==> src/rtl/seg7_scan_ctrl.sv <==
// Multiplexed N-digit seven-segment scan controller with a refresh prescaler,
// frame-synchronous shadow loading, leading-zero suppression and PWM brightness.
module seg7_scan_ctrl #(
  parameter int unsigned DIGITS   = 8,
  parameter int unsigned DIV      = 20000,
  parameter int unsigned BRIGHT_W = 4
) (
  input  logic                  clk,
  input  logic                  rst,
  input  logic                  load,
  input  logic [4*DIGITS-1:0]   value,
  input  logic [DIGITS-1:0]     dp,
  input  logic [DIGITS-1:0]     blank_mask,
  input  logic                  lz_en,
  input  logic [BRIGHT_W-1:0]   bright,
  output logic [DIGITS-1:0]     digit_sel,
  output logic [7:0]            seg,
  output logic                  pending,
  output logic                  frame
);

  localparam int unsigned PH_W  = (DIV > 1) ? $clog2(DIV) : 1;
  localparam int unsigned IDX_W = $clog2(DIGITS);
  localparam int unsigned PW    = $clog2(DIV) + BRIGHT_W + 1;
  localparam int unsigned VAL_W = 4 * DIGITS;

  logic [PH_W-1:0]   phase;
  logic [IDX_W-1:0]  idx;
  logic [VAL_W-1:0]  hold_val;
  logic [DIGITS-1:0] hold_dp;
  logic [VAL_W-1:0]  shadow_val;
  logic [DIGITS-1:0] shadow_dp;

  logic              last_phase;
  logic              boundary;
  logic [DIGITS-1:0] lz_mask;
  logic              zero_run;
  logic [3:0]        cur_nib;
  logic              cur_dp;
  logic              cur_blank;
  logic              cur_lz;
  logic [PW-1:0]     prod;
  logic [PW-1:0]     on_cycles;
  logic              phase_on;
  logic              drive;
  logic [DIGITS-1:0] digit_sel_nxt;
  logic [7:0]        seg_nxt;
  logic              frame_nxt;

  // Active-low {g,f,e,d,c,b,a} hex glyphs.
  function automatic logic [6:0] hex_glyph(input logic [3:0] n);
    case (n)
      4'h0: hex_glyph = 7'h40;
      4'h1: hex_glyph = 7'h79;
      4'h2: hex_glyph = 7'h24;
      4'h3: hex_glyph = 7'h30;
      4'h4: hex_glyph = 7'h19;
      4'h5: hex_glyph = 7'h12;
      4'h6: hex_glyph = 7'h02;
      4'h7: hex_glyph = 7'h78;
      4'h8: hex_glyph = 7'h00;
      4'h9: hex_glyph = 7'h10;
      4'hA: hex_glyph = 7'h08;
      4'hB: hex_glyph = 7'h03;
      4'hC: hex_glyph = 7'h46;
      4'hD: hex_glyph = 7'h21;
      4'hE: hex_glyph = 7'h06;
      default: hex_glyph = 7'h0E;
    endcase
  endfunction

  assign last_phase = (phase == PH_W'(DIV - 1));
  assign boundary   = last_phase && (idx == IDX_W'(DIGITS - 1));

  // Scan counters.
  always_ff @(posedge clk or negedge rst) begin
    if (!rst) begin
      phase <= '0;
      idx   <= '0;
    end else if (last_phase) begin
      phase <= '0;
      idx   <= (idx == IDX_W'(DIGITS - 1)) ? '0 : idx + IDX_W'(1);
    end else begin
      phase <= phase + PH_W'(1);
    end
  end

  // Holding register plus shadow, swapped only at the frame boundary so a frame never tears.
  always_ff @(posedge clk or negedge rst) begin
    if (!rst) begin
      hold_val   <= '0;
      hold_dp    <= '0;
      shadow_val <= '0;
      shadow_dp  <= '0;
      pending    <= 1'b0;
    end else begin
      if (load) begin
        hold_val <= value;
        hold_dp  <= dp;
      end
      if (boundary) begin
        pending <= 1'b0;
        if (load) begin
          shadow_val <= value;
          shadow_dp  <= dp;
        end else if (pending) begin
          shadow_val <= hold_val;
          shadow_dp  <= hold_dp;
        end
      end else if (load) begin
        pending <= 1'b1;
      end
    end
  end

  // Leading-zero run from the most significant digit down; digit 0 always stays lit.
  always_comb begin
    lz_mask  = '0;
    zero_run = 1'b1;
    for (int i = int'(DIGITS) - 1; i > 0; i--) begin
      zero_run   = zero_run & (shadow_val[4*i +: 4] == 4'd0);
      lz_mask[i] = zero_run;
    end
  end

  always_comb begin
    cur_nib   = '0;
    cur_dp    = 1'b0;
    cur_blank = 1'b0;
    cur_lz    = 1'b0;
    for (int i = 0; i < int'(DIGITS); i++) begin
      if (idx == IDX_W'(i)) begin
        cur_nib   = shadow_val[4*i +: 4];
        cur_dp    = shadow_dp[i];
        cur_blank = blank_mask[i];
        cur_lz    = lz_mask[i];
      end
    end
  end

  // PWM window and next output values.
  always_comb begin
    prod          = (PW'(bright) + PW'(1)) * PW'(DIV);
    on_cycles     = prod >> BRIGHT_W;
    phase_on      = (PW'(phase) < on_cycles);
    drive         = phase_on && !cur_blank && !(lz_en && cur_lz);
    digit_sel_nxt = '1;
    seg_nxt       = 8'hFF;
    frame_nxt     = (phase == '0) && (idx == '0);
    if (drive) begin
      for (int i = 0; i < int'(DIGITS); i++) begin
        digit_sel_nxt[i] = (idx != IDX_W'(i));
      end
      seg_nxt = {~cur_dp, hex_glyph(cur_nib)};
    end
  end

  always_ff @(posedge clk or negedge rst) begin
    if (!rst) begin
      digit_sel <= '1;
      seg       <= 8'hFF;
      frame     <= 1'b0;
    end else begin
      digit_sel <= digit_sel_nxt;
      seg       <= seg_nxt;
      frame     <= frame_nxt;
    end
  end

endmodule

==> config.mk <==
export PLATFORM = sky130hd
export DESIGN_NAME = seg7_scan_ctrl
export DESIGN_NICKNAME = d
export VERILOG_FILES = /design/src/rtl/seg7_scan_ctrl.sv
export SDC_FILE = /design/constraint.sdc
export NUM_CORES = 1
export LEC_CHECK = 0
export CORE_ASPECT_RATIO = 0.5
export CORE_UTILIZATION = 35
export CTS_CLUSTER_DIAMETER = 80
export DETAILED_ROUTE_END_ITERATION = 10
export PLACE_DENSITY = 0.52
export RECOVER_POWER = 100
export SKIP_CTS_REPAIR_TIMING = 1
export SLEW_MARGIN = 20
export SYNTH_ARGS = -nofsm -noshare
export SYNTH_HDL_FRONTEND = slang
export SYNTH_SLANG_ARGS = --single-unit
==> constraint.sdc <==
create_clock -name clk -period 3.45 [get_ports clk]
set_input_delay 0.69 -clock clk [delete_from_list [all_inputs] [get_ports clk]]
set_output_delay 0.69 -clock clk [all_outputs]
set_load 0.005 [all_outputs]
==> results of run 1 <==
kinds of logic after synthesis:
group	after synthesis	synth area share
AND/OR/NAND/NOR	126	0.105
flip-flops	116	0.462
AO/OA/AOI/OAI	93	0.101
multiplexers	85	0.151
adder cells (fa/ha/maj)	55	0.114
buffers and inverters	53	0.0366
XOR/XNOR	22	0.0305
flip-flops by register name, summed over array words and instances (netlist names):
signal	cells
hold_val	32
phase	15
frame	1
digit_sel	8
seg	8
pending	1
shadow_val	32
idx	3
shadow_dp	8
hold_dp	8
report_power, final:
group	total [mW]	switching (mW)	leakage, nW	internal, mW
logic	0.534	0.248	1.93	0.285
registers	1.43	0.0106	1.45	1.42
clock network	1.77	0.622	0.285	1.15
total	3.73	0.880	3.67	2.85
worst paths after layout:
path / start / endpoint / depth (start not counted)
max reg2reg: idx[0] / seg[4] / 11
min reg2reg: hold_val[28] / hold_val[28] / 1
max: bright[1] / digit_sel[1] / 22
min: hold_val[28] / hold_val[28] / 1
min in group asynchronous: rst / hold_val[31] / 2
max in group asynchronous: rst / hold_val[29] / 2
through the flow:
step / hold slack (ns) / util / area, sq um / setup TNS [ns] / setup slack [ns]
global placement: 0.480 / 0.435 / 7620 / -34.60 / -2.20
CTS: 0.401 / 0.469 / 8220 / -30.51 / -1.97
finish: 0.481 / 0.474 / 8310 / -19.83 / -1.30
floorplan: 0.394 / - / 6420 / -16.32 / -1.08
detailed placement: 0.481 / 0.435 / 7620 / -37.38 / -2.39
global route: 0.503 / 0.474 / 8310 / -29.08 / -1.53
metal layers:
metal	share of wire	vias to the layer above
met4	0.016	0
met5	0	-
met2	0.45	73
li1	-	2207
met1	0.50	2173
met3	0.027	18
placed cells by master (no fill, tap or decap), drive strengths merged, types with 10 or more instances in the layout:
cell / count
dfstp: 16
xnor2: 12
dfrtp: 100
a21oi: 23
nand3: 25
xor2: 10
o21ai: 26
clkbuf: 27
mux2: 82
buf: 40
nand2: 26
clkdlybuf4s50: 49
inv: 30
nor2: 23
dlygate4sd3: 18
nor2b: 10
ha: 51
final cells by class:
type | count | area share
clock buffers | 19 | 0.0533
clock inverters | 12 | 0.0190
inverters | 31 | 0.0140
multi-input cells | 381 | 0.399
flip-flops and latches | 116 | 0.352
well taps | 234 | 0.0352
repair buffers | 115 | 0.128
critical path: stages:
cell       delay (ns)
buf_6            0.11
ha_4             0.17
xor2_4           0.16
fa_1             0.49
ha_2             0.17
inv_2            0.04
fa_1             0.54
inv_2            0.04
ha_4             0.21
o21a_1           0.18
o21a_1           0.20
a21oi_2          0.14
xor2_1           0.17
ha_1             0.25
o211ai_1         0.11
nor2_1           0.09
a211oi_2         0.23
a32oi_2          0.21
a2111oi_4        0.43
buf_4            0.20
clkbuf_16        0.14
nand3_1          0.08
==> run metrics, run 1 <==
clock buffer depth 2; Leak Pwr 3.67 nW; Syn Nets 661; fillcell total roughly 1,600; cell taking the most area after synthesis dfrtp_1; Die Span Y 97.0 microns; share of layout cells above drive strength 1 0.258; antenna violations before repair 0; CTS Buf Count 17; endpoints failing hold 0; register area 2920 sq um; total grt overflow 0; post-DR vias/cell roughly 5; Fmax 211 MHz; final slew viol count approximately 120; Multi-input gate area 3310 sq um; Post-synth top cells dfrtp_1, mux2_2, ha_1; Routed WL 13.9 mm; Final Cycle Share 1.38; asr flop ratio synth 1.00; register area share after synthesis 0.462; syn avg cell area 11.5 sq um; core area 17,500 sq um; CP Launch Type input pin; Core Rows 34; worst-margin pin slew around 2.8 ns; IO Port Bufs 73; I/O pin count between 70 and 80; number of remaining DRC errors 0; Worst VDD drop around 220 uV; YS warnings 0; Synth top area share 0.396; synth top area cells dfrtp_1, mux2_2, ha_1; TritonCTS clock tree built; top-count cell post-synth dfrtp_1; flop and latch count out of synthesis between 100 and 150; Post-layout nets 773; Max Cap Violations 1; drt first-iter violations 235; Worst EP required 3.76 ns; Critical Path Sink Type flop; CTS root buffer clkbuf_16; DP HPWL 10.2 mm; type of the worst setup path input pin to flop; Chip Width 192 microns; via count ~4,500; synthesis-to-layout area growth 31.5%; First-pass DRT Iterations 4; H-tree depth 4; vias in the first global route between 4,000 and 5,000; diodes inserted 0; headroom to the max-slew limit -0.875; Worst Hold Class flop to flop; Unique masters post-synth 63; violated checks capacitance limit, slew limit, setup timing; # clock sinks 116; Main synth FF type dfrtp_1; Die ar. around 19,000 sq um; Initial Util 0.361; status finished, violations left; Clock Skew 0.0139 ns; Power Dens Cells between 400 and 500 nW/um^2; average wire per cell in the routed design 15.3 microns; Cells after Synth 550; met1 usage 0.219; GRT busiest layer met2; largest net degree at the start of global routing approximately 120; Overall Power 3.73 mW; worst setup margin -1.30 ns; r2r setup slk 0.49 ns; Setup violations, final 16; GP Congestion 0.800; met3 GRT Util 0.0323; crit path DAT 5.06 ns; Detail Route Antenna Nets 0; Post-Place Cells 872; Clock Latency Late Sink roughly 0.41 ns; met2 GRT Util 0.249; Synth Cell Area about 6300 sq um; RSZ-0062 raised after global routing yes; Post-synth EDFFs 0; Finished Layout Cells 908; CP Max Fanout 8; gr usage total 0.160; CTS clk-pin slew, worst paths around 0.050 ns; global-route wire length before repair 23.1 mm; Final min period around 4.7 ns
(Power assumes the default switching activity.)
==> run 2, diff against run 1 <==
Settings changed: GPL_ROUTABILITY_DRIVEN from default to 0.
==> results of run 2 <==
Same layout as run 1: the final DEF is identical, and so are final timing and power.
